===== config.mk =====
export PLATFORM = sky130hd
export DESIGN_NAME = pulse_period_meter
export DESIGN_NICKNAME = d
export VERILOG_FILES = /design/src/rtl/pulse_meter_pkg.sv /design/src/rtl/sync_edge_det.sv /design/src/rtl/pulse_period_meter.sv
export SDC_FILE = /design/constraint.sdc
export NUM_CORES = 1
export LEC_CHECK = 0
export ABC_AREA = 1
export BUFFER_PORTS_ARGS = -buffer_cell sky130_fd_sc_hd__buf_2
export CORE_MARGIN = 2
export CORE_UTILIZATION = 45
export CTS_BUF_LIST = sky130_fd_sc_hd__clkbuf_8 sky130_fd_sc_hd__clkbuf_16
export DETAILED_ROUTE_END_ITERATION = 6
export GPL_TIMING_DRIVEN = 0
export PLACE_DENSITY = 0.67
export SLEW_MARGIN = 20
export SYNTH_ARGS = -nofsm -noshare
export SYNTH_HDL_FRONTEND = slang
export SYNTH_HIERARCHICAL = 1
export SYNTH_SLANG_ARGS = --single-unit

===== constraint.sdc =====
create_clock -name clk -period 1.18 [get_ports clk]
set_input_delay 0.059 -clock clk [delete_from_list [all_inputs] [get_ports clk]]
set_output_delay 0.059 -clock clk [all_outputs]
set_load 0.01 [all_outputs]

===== src/rtl/pulse_meter_pkg.sv =====
// Shared types and default constants for the pulse period meter and its helpers.
package pulse_meter_pkg;

    localparam int PM_CNT_W = 24;
    localparam logic [PM_CNT_W-1:0] PM_TIMEOUT = 24'd12_000_000;

    typedef enum logic {
        WAIT_FIRST,
        MEASURE
    } meter_state_t;

endpackage


===== src/rtl/sync_edge_det.sv =====
// Multi-flop synchroniser for an asynchronous single-bit input, followed by a
// registered rising-edge detector producing a one-cycle pulse per rising edge.
module sync_edge_det #(
    parameter int STAGES = 2
) (
    input  logic clk,
    input  logic rst,
    input  logic din,
    output logic rise
);

    logic [STAGES-1:0] sync_q;
    logic              dly_q;

    // Flops clear to 0, so an input already high when reset releases yields one edge.
    always_ff @(posedge clk) begin
        if (rst) begin
            sync_q <= '0;
            dly_q  <= 1'b0;
            rise   <= 1'b0;
        end else begin
            sync_q <= {sync_q[STAGES-2:0], din};
            dly_q  <= sync_q[STAGES-1];
            rise   <= sync_q[STAGES-1] & ~dly_q;
        end
    end

endmodule


===== src/rtl/pulse_period_meter.sv =====
// Measures clk cycles between successive rising edges of pulse_in, publishing each
// period with a one-cycle strobe and flagging missing pulses with a sticky timeout.
module pulse_period_meter
    import pulse_meter_pkg::*;
#(
    parameter int               CNT_W       = PM_CNT_W,
    parameter logic [CNT_W-1:0] TIMEOUT     = CNT_W'(PM_TIMEOUT),
    parameter int               SYNC_STAGES = 2
) (
    input  logic             clk,
    input  logic             rst,
    input  logic             pulse_in,
    output logic [CNT_W-1:0] period,
    output logic             period_vld,
    output logic             locked,
    output logic             timeout
);

    if ((TIMEOUT < CNT_W'(2)) || (SYNC_STAGES < 2)) begin : g_param_err
        $error("pulse_period_meter: TIMEOUT must be >= 2 and SYNC_STAGES >= 2");
    end

    logic             rise;
    meter_state_t     state, state_n;
    logic [CNT_W-1:0] cnt, cnt_n;
    logic [CNT_W-1:0] period_n;
    logic             period_vld_n, locked_n, timeout_n;

    sync_edge_det #(
        .STAGES(SYNC_STAGES)
    ) u_sync_edge_det (
        .clk (clk),
        .rst (rst),
        .din (pulse_in),
        .rise(rise)
    );

    always_ff @(posedge clk) begin
        if (rst) begin
            state      <= WAIT_FIRST;
            cnt        <= '0;
            period     <= '0;
            period_vld <= 1'b0;
            locked     <= 1'b0;
            timeout    <= 1'b0;
        end else begin
            state      <= state_n;
            cnt        <= cnt_n;
            period     <= period_n;
            period_vld <= period_vld_n;
            locked     <= locked_n;
            timeout    <= timeout_n;
        end
    end

    // An edge arriving in the same cycle cnt reaches TIMEOUT is a valid period.
    always_comb begin
        state_n      = state;
        cnt_n        = cnt;
        period_n     = period;
        period_vld_n = 1'b0;
        locked_n     = locked;
        timeout_n    = timeout;
        case (state)
            WAIT_FIRST: begin
                cnt_n = '0;
                if (rise) begin
                    cnt_n     = CNT_W'(1);
                    timeout_n = 1'b0;
                    state_n   = MEASURE;
                end
            end
            MEASURE: begin
                if (rise) begin
                    period_n     = cnt;
                    period_vld_n = 1'b1;
                    locked_n     = 1'b1;
                    timeout_n    = 1'b0;
                    cnt_n        = CNT_W'(1);
                end else if (cnt == TIMEOUT) begin
                    timeout_n = 1'b1;
                    locked_n  = 1'b0;
                    cnt_n     = '0;
                    state_n   = WAIT_FIRST;
                end else begin
                    cnt_n = cnt + 1'b1;
                end
            end
            default: begin
                state_n = WAIT_FIRST;
                cnt_n   = '0;
            end
        endcase
    end

endmodule


==> Yosys cells after proc, flatten, opt, wreduce, memory -nomap -nowiden <==
Cells that the tools add are included.
{ "totals": {"ramBits": 0, "wordCells": 35, "latchBits": 0, "romBits": 0, "memories": 0, "regBits": 56} }
{ "op_classes": {"bitwise_logic": 3, "n_div": 0, "n_mux": 14, "n_reduce_logical": 5, "shift": 0, "magnitude_cmp": 0, "n_eq_ne": 3, "mul": 0, "n_addsub": 1} }
{ "ops": {"columns": ["operator", "count"], "rows": [
  ["$mux W24", 2],
  ["$pmux W24 S2", 1],
  ["$add A24 B1 Y24 const B", 1],
  ["$eq A24 B24 Y1 const B", 1],
  ["$mux W1", 9],
  ["$reduce_and A2 Y1", 3],
  ["$pmux W1 S2", 2],
  ["$ne A3 B1 Y1 const B", 1],
  ["$ne A2 B1 Y1 const B", 1],
  ["$not A1 Y1", 2],
  ["$reduce_bool A2 Y1", 1],
  ["$reduce_or A2 Y1", 1],
  ["$and A1 B1 Y1", 1]
]} }

==> Longest topological paths before layout <==
Gate-level depths: netlist (run 1).
{ "logic_depth": {"depth_word": 4, "ltp_mapped": 9} }

==> Cells and area by module <==
The synthesis (run 1) kept the hierarchy.
{ "by_module_without_submodules": {"columns": ["module", "cells_per_inst", "area_each_um2", "n_inst", "seq_area_each_um2"], "rows": [
  ["pulse_period_meter", 315, 2316.0, 1, 1041.0],
  ["sync_edge_det", 12, 115.1, 1, 80.1]
]} }

==> Worst setup path before layout (run 1) <==
Ideal clock, no wire load.
{ "synth_timing": {"path_type": "reg2reg", "startpoint": "register cnt[0]", "endpoint": "register cnt[5]", "period_less_slack_ps": 1242, "path_buffers": 1, "t_required_ps": 1110, "stages_incl_launch_ff": 9, "arrival_time_ps": 1172, "path_slack_ps": -62, "path_cell_list": "dfxtp_1 > inv_1 > ha_1 > nand2_1 > nor2_1 > nand3_1 > nand3_2 > buf_6 > a21oi_1"} }
{ "synth_via": {"elab_chain_len": 4} }
{ "synth_lines": {"columns": ["item", "line_no", "text"], "rows": [
  ["start, declared", "pulse_period_meter.sv:25", "logic [CNT_W-1:0] cnt, cnt_n;"],
  ["start signal, assigned", "pulse_period_meter.sv:48", "cnt <= cnt_n;"],
  ["$add A24 B1 Y24 or $eq A24 B24 Y1 (tied branches)", "pulse_period_meter.sv:86, pulse_period_meter.sv:80", null],
  ["$mux W24 *", "pulse_period_meter.sv:80", "end else if (cnt == TIMEOUT) begin"],
  ["$mux W24 *", "pulse_period_meter.sv:74", "if (rise) begin"],
  ["$pmux W24 S2 *", "pulse_period_meter.sv:64", "case (state)"]
]} }
Every way passes the cells marked *; elsewhere a longest branch is shown, timed or not.
A chain may end at the register's enable or synchronous reset.

==> Worst setup path in the final report (run 1) <==
{ "layout_timing": {"startpoint": "register cnt[0]", "endpoint": "register cnt[7]"} }
Same word-level chain as after synthesis.

==> results by group, run 1 <==
STA
  – Final critical-path required period: 1.297 ns
  – Pins over their slew limit: 0
  – Share of the clock period used by the worst path: 109.9%
  – Achievable Freq: 0.7712 GHz
  – Hold Violations, Final: 0
  – Total Neg Setup Slack: -2.168 ns
  – Final clock skew: 0.01083 ns
  – Transition time at the pin with the least slew margin: 0.5164 ns
  – RSZ-0062 raised after global routing: true
  – Final-report setup violation count: 25
  – Relative slew margins: 65.57%
  – Minimum setup slack in the final design: -0.1167 ns

Route
  – Count of unresolved DRC violations after routing: 0
  – Via total after detailed routing: 2,222
  – Total length of routed wires: 5972 um
  – Vias per inst: 4.960
  – Count of nets left with antenna violations after detail routing: 0
  – Iter 0 DRT Violations: 93
  – Number of detailed-route iterations in the first pass: 4
  – Wirelength per Cell: 13.33 um

Synth
  – Syn avg cell area: 7.435 um2
  – Total standard cell area after synthesis: 0.002431 mm2
  – Synth warnings: 6
  – Synthesized netlist cell count: 327
  – Number of distinct library cells after synthesis: 29
  – Multiplexer area fraction after synthesis: 0%
  – Simple-gate share of the synthesized area: 32.84%
  – Post-synthesis sequential area ratio: 46.11%
  – Adder-cell share of the synthesized area: 1.029%
  – Post-synthesis xor/xnor area fraction: 2.522%
  – Main combinational cell family by area after synthesis: simple AND/OR/NAND/NOR gates
  – Nets in the synthesized netlist: 332
  – Flip-flop and latch count after synthesis: 56
  – Complex-gate fraction of the synthesized area: 10.09%

Clock tree
  – Clk Latency, worst-skew pair: 0.31 ns
  – Buffer levels on the longest clock path: 2
  – Clock-pin transition on the worst setup and hold timing paths: 0.10 ns
  – Clock tree from TritonCTS: yes
  – Maximum level of the CTS H-tree: 2
  – Clock Sink Count: 56
  – Root cell of the clock tree: clkbuf_8
  – Num CTS Buffers: 5

Global routing
  – Wire length of the first global-routing pass: 9839 um
  – Antenna violations before repair: 0
  – Number of global-route vias before repair: 2,144
  – Pin count of the biggest net entering global routing: 18
  – Global router's overall resource usage: 20.87%
  – Overall overflow remaining after global route: 0

Status
  – Failing checks: setup timing
  – Run status: complete, but fails checks

Job
  – # Max-Cap Violations: 0

Place
  – Total cell area at the placement stage: 0.002718 mm2
  – Final weighted congestion of routability-driven global placement: 0.8539
  – Number of port buffers: 29
  – Detailed Place HPWL: 4217 um

Worst setup path
  – Highest-delay cell along the critical path: dfxtp_4
  – Category of the most critical setup path: reg -> reg
  – Cell family contributing the most delay on the critical path: flip-flops
  – Cell Chain, Critical Path: inv_4 > ha_4 > nand2_4 > nor2_4 > nand3_2 > nand3_4 > buf_8 > a21oi_1
  – Category of the worst setup path capture point: register
  – Peak per-stage delay on the critical path: 0.40 ns
  – Signal arrival time at the worst endpoint: 1.53 ns
  – Required time of the critical path: 1.41 ns
  – Largest fanout of any net on the critical path: 10
  – Reg-to-Reg Start: cnt[0]
  – Worst setup path startpoint: cnt[0]
  – WP buf/inv: 2
  – CP Launch Type: register

Die
  – Starting density of the core: 47.00%
  – DIE WIDTH: 77.50 um
  – Die extent in y: 77.50 um
  – Area of the die: 0.006006 mm2
  – Placement Rows: 26
  – Placeable Area: 0.005172 mm2
  – Ports: 30

Layout
  – Finished Cell Area: 0.003168 mm2
  – Net count, final: 382
  – Most common library cell in the layout ignoring fill and taps: nor2_1
  – Fraction of layout cells with a size suffix above 1: 36.24%
  – # diodes: 0
  – Reg area: 0.001181 mm2
  – Highest-count cells in the layout ignoring fill and taps: 56 x nor2_1, 48 x nand2_1, 32 x dfxtp_1
  – Area used by multi-input combinational logic: 0.001314 mm2
  – Relative area change from synthesis to final layout: 30.31%
  – Number of fillers in the final layout: 487

Pwr
  – Highest ir drop seen on vdd: 0.5943 mV
  – Leak Pwr: 1.281 nW
  – Power per cell area: 1023 mW/mm2

Worst hold path
  – Worst min-delay path category: in -> reg
  – Min-Delay Startpoint: rst
what timing repair did:
action	in CTS	in global routing
hold endpoints to repair	3	0
buffers inserted	3	8
hold buffers	3	0
gates resized for setup	40	38
pin swaps	3	7
setup endpoints to repair	52	48
where the power goes:
part	switching (mW)	internal, mW
clock	0.634	0.629
combinational	0.0544	0.0394
sequential	0.00944	1.87
total	0.697	2.54
routing by layer:
metal	global-route usage [%]	up-vias	wire, um
li1	-	1134	-
met5	0	-	0
met4	7.500	0	153
met3	3.837	12	169
met1	25.79	1039	2729
met2	36.26	37	2920
per-stage QoR:
step / util (%) / power, mW / hold slack [ns] / setup slack [ns] / std cells
floorplan: - / 1.995 / 0.1302 / -0.01604 / 327
global placement: 52.54 / 2.020 / 0.2695 / -0.2580 / 426
detailed placement: 52.54 / 2.022 / 0.2766 / -0.2643 / 426
CTS: 57.62 / 3.265 / 0.03900 / -0.1106 / 440
global route: 61.25 / 3.354 / 0.04374 / -0.2265 / 448
finish: 61.25 / 3.240 / 0.04030 / -0.1167 / 448
flip-flops by register name (all words and copies together), names as in the netlist:
name	cells
timeout	1
u_sync_edge_det/dly_q	1
locked	1
u_sync_edge_det/rise	1
cnt	24
period_vld	1
state	1
u_sync_edge_det/sync_q	2
period	24
path summary, 6_finish.rpt:
path / to / slack (ns) / cells after the start
hold reg to reg: u_sync_edge_det/rise / 0.40 / 1
hold / removal: locked / 0.04 / 2
setup reg to reg: cnt[7] / -0.12 / 8
setup / recovery: cnt[7] / -0.12 / 8
cells in the mapped netlist:
cell type,n,area (um2)
a21boi_0,1,7.510
a21oi_1,20,100.1
buf_1,1,3.750
buf_2,3,15.01
buf_6,2,22.52
clkbuf_1,2,7.510
clkinv_1,1,3.750
dfxtp_1,56,1121
ha_1,2,25.02
inv_1,30,112.6
inv_2,4,15.01
nand2_1,55,206.5
nand2_2,7,43.79
nand2_4,1,11.26
nand3_1,8,40.04
nand3_2,4,40.04
nand3b_1,3,22.52
nand4_1,7,43.79
nor2_1,66,247.7
nor2_2,9,56.30
nor2_4,4,45.04
nor3_1,5,25.02
nor3_2,1,10.01
o21ai_0,25,125.1
o21ai_1,1,5.000
o21bai_1,1,7.510
or2_0,1,6.260
xnor2_1,4,35.03
xor2_1,3,26.28
layout make-up:
cell class | instances | area share (%)
plain buffers | 8 | 2.133
clock buffers | 5 | 2.172
clock inverters | 3 | 1.343
inverters | 35 | 4.463
multi-input cells | 228 | 41.47
flip-flops and latches | 56 | 37.28
well taps | 70 | 2.765
repair buffers | 43 | 8.373
cell families after synthesis:
family / after synthesis
AO/OA/AOI/OAI: 48
buffers and inverters: 43
flip-flops: 56
XOR/XNOR: 7
AND/OR/NAND/NOR: 171
adder cells (fa/ha/maj): 2
Note: power is estimated with default switching activity, not from simulation.
==> run 2, diff against run 1 <==
--- a/config.mk
+++ b/config.mk
@@ -12,7 +12,6 @@
 export CTS_BUF_LIST = sky130_fd_sc_hd__clkbuf_8 sky130_fd_sc_hd__clkbuf_16
 export DETAILED_ROUTE_END_ITERATION = 6
 export GPL_TIMING_DRIVEN = 0
-export PLACE_DENSITY = 0.67
 export SLEW_MARGIN = 20
 export SYNTH_ARGS = -nofsm -noshare
 export SYNTH_HDL_FRONTEND = slang
==> constraint.sdc (replaced) <==
create_clock -name clk -period 1.62 [get_ports clk]
set_input_delay 0.081 -clock clk [delete_from_list [all_inputs] [get_ports clk]]
set_output_delay 0.081 -clock clk [all_outputs]
set_load 0.01 [all_outputs]
==> results by group, run 2 (synthesis gave the netlist of run 1 again) <==
STA
  – Final-report setup violation count: 0 (-100%)
  – Share of the clock period used by the worst path: 90.27% (-20 points)
  – Relative slew margins: 61.38% (-4.2 points)
  – Worst hold margin: 0.01670 ns (-0.02360 ns)
  – Achievable Freq: 0.6838 GHz (-11%)
  – RSZ-0062 raised after global routing: false
  – Pins over their slew limit: 0 (unchanged)
  – Final clock skew: 0.008879 ns (-0.001948 ns)
  – Final critical-path required period: 1.462 ns (+0.1657 ns)
  – Transition time at the pin with the least slew margin: 0.5793 ns (+0.06285 ns)
  – Hold Violations, Final: 0 (unchanged)
  – Total Neg Setup Slack: 0 ns (+2.168 ns)

Global routing
  – Overall overflow remaining after global route: 0 (unchanged)
  – Wire length of the first global-routing pass: 9570 um (-2.7%)
  – Pin count of the biggest net entering global routing: 18 (unchanged)
  – Antenna violations before repair: 0 (unchanged)
  – Global router's overall resource usage: 20.64% (-0.23 points)
  – Number of global-route vias before repair: 1,951 (-9.0%)

Die
  – DIE WIDTH: 77.50 um (unchanged)
  – Placeable Area: 0.005172 mm2 (unchanged)
  – Die extent in y: 77.50 um (unchanged)
  – Placement Rows: 26 (unchanged)
  – Starting density of the core: 47.00% (unchanged)
  – Area of the die: 0.006006 mm2 (unchanged)
  – Ports: 30 (unchanged)

Pwr
  – Fraction of power spent switching nets: 22.95% (+1.4 points)
  – Leak Pwr: 1.106 nW (-14%)
  – Highest ir drop seen on vdd: 0.3818 mV (-36%)
  – Combinational share of power: 2.4% (-0.5 points)
  – Power dissipated by switching net loads: 507.8 uW (-27%)
  – Clock share of power: 34.8% (-4.2 points)
  – P_int: 1.705 mW (-33%)
  – Power per cell area: 800.4 mW/mm2 (-22%)
  – Flop pwr share: 62.8% (+4.7 points)

Clock tree
  – Root cell of the clock tree: clkbuf_8
  – Clock Sink Count: 56 (unchanged)
  – Maximum level of the CTS H-tree: 2 (unchanged)
  – Buffer count from post-CTS setup fixing: 0 (-3)
  – Buffer levels on the longest clock path: 2 (unchanged)
  – Clk Latency, worst-skew pair: 0.32 ns (about the same)
  – Clock-pin transition on the worst setup and hold timing paths: 0.10 ns (about the same)
  – Num CTS Buffers: 5 (unchanged)
  – Clock tree from TritonCTS: yes

Place
  – Detailed Place HPWL: 4225 um (+0.18%)
  – Number of port buffers: 29 (unchanged)
  – Total cell area at the placement stage: 0.002664 mm2 (-2.0%)
  – Final weighted congestion of routability-driven global placement: 0.8532 (about the same)

Worst setup path
  – Required time of the critical path: 1.84 ns (+0.43 ns)
  – Category of the worst setup path capture point: register
  – Category of the most critical setup path: reg -> reg
  – CP Launch Type: register
  – Reg-to-Reg Start: cnt[0]
  – Signal arrival time at the worst endpoint: 1.68 ns (+0.15 ns)
  – Largest fanout of any net on the critical path: 10 (unchanged)
  – Worst setup path startpoint: cnt[0]

Status
  – Run status: finished clean

Layout
  – Net count, final: 369 (-3.4%)
  – Fraction of layout cells with a size suffix above 1: 20.00% (-16 points)
  – Highest-count cells in the layout ignoring fill and taps: 66 x nor2_1, 55 x nand2_1, 54 x dfxtp_1
  – Most common library cell in the layout ignoring fill and taps: nor2_1
  – Finished Cell Area: 0.002765 mm2 (-13%)
  – # diodes: 0 (unchanged)
  – Relative area change from synthesis to final layout: 13.74%
  – Registers with the highest flip-flop counts: cnt (24), period (24), u_sync_edge_det/sync_q (2)

Route
  – Count of nets left with antenna violations after detail routing: 0 (unchanged)
  – Number of detailed-route iterations in the first pass: 4 (unchanged)
  – Count of unresolved DRC violations after routing: 0 (unchanged)
  – Vias per inst: 4.800 (-3.2%)
  – Total length of routed wires: 5683 um (-4.8%)
  – Wirelength per Cell: 13.06 um (-2.0%)
  – Iter 0 DRT Violations: 96 (+3.2%)
  – Via total after detailed routing: 2,088 (-6.0%)

Job
  – # Max-Cap Violations: 0 (unchanged)

Worst hold path
  – Worst min-delay path category: in -> reg
  – Min-Delay Startpoint: rst
## run 2: routing by layer
layer	vias to the layer above	track usage (%)	share of wire, %
met2	25	33.65	47
li1	1105	-	-
met3	7	3.837	2.0
met5	-	0	0
met4	0	8.036	1.5
met1	951	27.09	50
## run 2: final timing paths
path | slack (ns) | to | cells past startpoint
max | 0.16 | cnt[16] | 8
max reg2reg | 0.16 | cnt[16] | 8
min | 0.02 | u_sync_edge_det/sync_q[0] | 2
min reg2reg | 0.40 | u_sync_edge_det/rise | 1
## run 2: area by class of cell
cell class / count / area [um2]
Clock inverter: 3 / 20.02
Buffer: 8 / 48.80
Inverter: 35 / 131.4
Sequential cell: 56 / 1124
Timing Repair Buffer: 30 / 155.1
Clock buffer: 5 / 68.82
Multi-Input combinational cell: 228 / 1130
Fill cell: 514 / 2407
Tap cell: 70 / 87.58
## run 2: power groups by stage
stage	combinational, mW	sequential [mW]	clock [mW]
2_1_floorplan	0.0320	1.42	0
3_3_place_gp	0.0514	1.42	0
3_5_place_dp	0.0522	1.42	0
4_1_cts	0.0543	1.39	0.804
5_1_grt	0.0611	1.39	0.846
6_report	0.0541	1.39	0.770
## run 2: through the flow
step	power, mW	util (%)	setup slack, ns	cells
6_report	2.213	53.46	0.1576	435
5_1_grt	2.297	53.46	0.001789	435
4_1_cts	2.247	53.41	0.1253	435
3_5_place_dp	1.473	51.50	0.1438	426
3_3_place_gp	1.472	51.50	0.1559	426
2_1_floorplan	1.454	-	0.3785	327
## run 2: critical path, stage by stage, from the launching register on
cell	delay, ns
dfxtp_2	0.35
inv_1	0.12
ha_1	0.16
nand2_1	0.05
nor2_1	0.13
nand3_1	0.13
nand3_2	0.17
buf_6	0.19
nor2_1	0.06
## run 2: repair_timing
action	in CTS	in global routing
endpoints found under the setup margin	0	7
endpoints found under the hold margin	1	0
resized for setup	0	2
hold buffers	1	0
==> run 3, diff against run 2 <==
--- a/config.mk
+++ b/config.mk
@@ -5,7 +5,6 @@
 export SDC_FILE = /design/constraint.sdc
 export NUM_CORES = 1
 export LEC_CHECK = 0
-export ABC_AREA = 1
 export BUFFER_PORTS_ARGS = -buffer_cell sky130_fd_sc_hd__buf_2
 export CORE_MARGIN = 2
 export CORE_UTILIZATION = 45
==> results by group, run 3 <==
Status
  – Run status: complete, but fails checks
  – Failing checks: setup timing

STA
  – Final clock skew: 0.006858 ns (-0.002021 ns)
  – Final critical-path required period: 1.653 ns (+0.1906 ns)
  – RSZ-0062 raised after global routing: true
  – Transition time at the pin with the least slew margin: 0.4677 ns (-0.1116 ns)
  – Relative slew margins: 68.58% (+7.2 points)
  – Share of the clock period used by the worst path: 102.0% (+12 points)
  – Minimum setup slack in the final design: -0.03294 ns (-0.1906 ns)
  – Hold Violations, Final: 0 (unchanged)
  – Achievable Freq: 0.6050 GHz (-12%)
  – Final-report setup violation count: 3 (+3)
  – Pins over their slew limit: 0 (unchanged)

Synth
  – Nets in the synthesized netlist: 271 (-18%)
  – Synthesized netlist cell count: 266 (-19%)
  – Share of synthesized flip-flops with an asynchronous set or reset: 0% (unchanged)
  – Flip-flop and latch count after synthesis: 56 (unchanged)
  – Synth Flop Type: dfxtp_1
  – Count of flip-flops with a built-in enable after synthesis: 0 (unchanged)
  – Top cell type by total area after synthesis: dfxtp_1
  – Number of distinct library cells after synthesis: 41 (+41%)
  – Syn avg cell area: 8.495 um2 (+14%)
  – Most common cell in the netlist: nand2_1
  – Most numerous cell types in the synthesized netlist: 60 x nand2_1, 56 x dfxtp_1, 33 x a21oi_1
  – Most area-consuming cells after synthesis: dfxtp_1 50%, nand2_1 10%, a21oi_1 7.3%, nor2_1 2.7%, xnor2_1 2.3%
  – Total standard cell area after synthesis: 0.002260 mm2 (-7.1%)
  – Synth warnings: 6 (unchanged)
  – Post-synthesis sequential area ratio: 49.61% (+3.5 points)
  – Fraction of post-synthesis cell area in the top cell type by area: 49.61% (+3.5 points)

Layout
  – Relative area change from synthesis to final layout: 26.80%
  – Registers with the highest flip-flop counts: cnt (24), period (24), u_sync_edge_det/sync_q (2)
  – Fraction of layout cells with a size suffix above 1: 32.17% (+12 points)
  – # diodes: 0 (unchanged)
  – Number of fillers in the final layout: 461 (-10%)
  – Most common library cell in the layout ignoring fill and taps: nand2_1
  – Highest-count cells in the layout ignoring fill and taps: 60 x nand2_1, 39 x dfxtp_1, 30 x a21oi_1
  – Net count, final: 319 (-14%)

Place
  – Detailed Place HPWL: 3572 um (-15%)
  – Placement Setup Slack: -0.3105 ns (-0.4543 ns)
  – Final weighted congestion of routability-driven global placement: 0.8347 (-2.2%)
  – Number of port buffers: 29 (unchanged)

Global routing
  – Number of global-route vias before repair: 1,795 (-8.0%)
  – Overall overflow remaining after global route: 0 (unchanged)
  – Global router's overall resource usage: 20.35% (-0.29 points)
  – Wire length of the first global-routing pass: 8687 um (-9.2%)
  – Pin count of the biggest net entering global routing: 17 (-1)
  – Antenna violations before repair: 0 (unchanged)

Clock tree
  – Clock-pin transition on the worst setup and hold timing paths: 0.10 ns (about the same)
  – Buffer levels on the longest clock path: 2 (unchanged)
  – Clock tree from TritonCTS: yes
  – Num CTS Buffers: 5 (unchanged)
  – Maximum level of the CTS H-tree: 2 (unchanged)
  – Clock Sink Count: 56 (unchanged)
  – Root cell of the clock tree: clkbuf_8
  – Clk Latency, worst-skew pair: 0.31 ns (about the same)

Worst setup path
  – Internal reg-to-reg setup slack: -0.03 ns (-0.19 ns)
  – CP Launch Type: register
  – Signal arrival time at the worst endpoint: 1.83 ns (+0.15 ns)
  – Category of the worst setup path capture point: register
  – Largest fanout of any net on the critical path: 7 (-3)
  – Category of the most critical setup path: reg -> reg
  – Required time of the critical path: 1.80 ns (-0.04 ns)

Pwr
  – Total design power: 2.159 mW (-2.4%)
  – Power per cell area: 753.6 mW/mm2 (-5.8%)
  – Highest ir drop seen on vdd: 0.5053 mV (+32%)
  – Leak Pwr: 1.025 nW (-7.3%)

Die
  – Placeable Area: 0.004786 mm2 (-7.5%)
  – DIE WIDTH: 74.86 um (-3.4%)
  – Placement Rows: 25 (-3.8%)
  – Die extent in y: 74.86 um (-3.4%)
  – Ports: 30 (unchanged)
  – Area of the die: 0.005604 mm2 (-6.7%)
  – Starting density of the core: 47.22% (+0.22 points)

Route
  – Via total after detailed routing: 1,987 (-4.8%)
  – Wirelength per Cell: 14.05 um (+7.6%)
  – Number of detailed-route iterations in the first pass: 4 (unchanged)
  – Vias per inst: 5.215 (+8.7%)
  – Total length of routed wires: 5354 um (-5.8%)
  – Count of nets left with antenna violations after detail routing: 0 (unchanged)
  – Iter 0 DRT Violations: 111 (+16%)
  – Count of unresolved DRC violations after routing: 0 (unchanged)

Worst hold path
  – Worst min-delay path category: in -> reg

Job
  – # Max-Cap Violations: 0 (unchanged)
## run 3: worst max-delay path, stage by stage (launching register included)
cell      delay [ns]
dfxtp_4         0.39
inv_1           0.08
ha_1            0.16
nor4b_4         0.19
nand4b_1        0.21
buf_4           0.21
o21ai_2         0.18
a21oi_1         0.10
## run 3: path summary, 6_finish.rpt
| check | start | cells after the start | to |
|---|---|---|---|
| setup / recovery | cnt[0] | 7 | state |
| setup reg to reg | cnt[0] | 7 | state |
| hold reg to reg | u_sync_edge_det/dly_q | 1 | u_sync_edge_det/rise |
| hold / removal | rst | 2 | u_sync_edge_det/rise |
## run 3: area by class of cell
| cell class | count | area, um2 | share of cell area [%] |
|---|---|---|---|
| Timing Repair Buffer | 40 | 246.5 | 8.603 |
| Tap cell | 67 | 83.83 | 2.926 |
| Sequential cell | 56 | 1150 | 40.13 |
| Buffer | 14 | 96.34 | 3.362 |
| Clock buffer | 5 | 68.82 | 2.402 |
| Clock inverter | 2 | 12.51 | 0.4367 |
| Inverter | 5 | 18.77 | 0.6550 |
| Multi-Input combinational cell | 192 | 1189 | 41.48 |
## run 3: stage by stage
step / TNS [ns] / instance area (um2) / hold slack (ns) / std cells / utilization [%]
2_1_floorplan: 0 / 2260 / 0.1517 / 266 / -
3_3_place_gp: -2.044 / 2489 / 0.3087 / 362 / 52.00
3_5_place_dp: -2.354 / 2489 / 0.3189 / 362 / 52.00
4_1_cts: -0.03309 / 2663 / 0.03635 / 373 / 55.63
5_1_grt: -1.899 / 2865 / 0.05338 / 381 / 59.87
6_report: -0.07149 / 2865 / 0.04573 / 381 / 59.87
## run 3: repair_timing
item	4_1_cts	5_1_grt
endpoints found under the hold margin	1	0
gates cloned	1	1
hold buffers	1	0
endpoints found under the setup margin	25	40
resized for setup	24	38
pin swaps	3	12
setup buffers	2	7
## run 3: cell families (layout without fill, tap and decap cells)
kind of cell / Yosys count / after routing / share of synthesized area [%]
AND/OR/NAND/NOR: 127 / 128 / 28.90
XOR/XNOR: 11 / 11 / 4.263
flip-flops: 56 / 56 / 49.61
buffers and inverters: 19 / 66 / 3.932
adder cells (fa/ha/maj): 2 / 2 / 1.107
AO/OA/AOI/OAI: 51 / 51 / 12.18
## run 3: routing by layer
| metal | vias up | global-route usage (%) | wire length [um] |
|---|---|---|---|
| li1 | 1011 | - | - |
| met1 | 926 | 27.15 | 2481 |
| met2 | 42 | 32.55 | 2594 |
| met3 | 8 | 3.213 | 199 |
| met4 | 0 | 9.127 | 79 |
| met5 | - | 0 | 0 |
## run 3: report_power, final
part           leakage (nW)  switching (mW)  internal, mW  total [mW]
Combinational         0.524          0.0285        0.0170      0.0455
Clock                0.0400           0.438         0.294       0.732
Sequential            0.461         0.00501          1.38        1.38
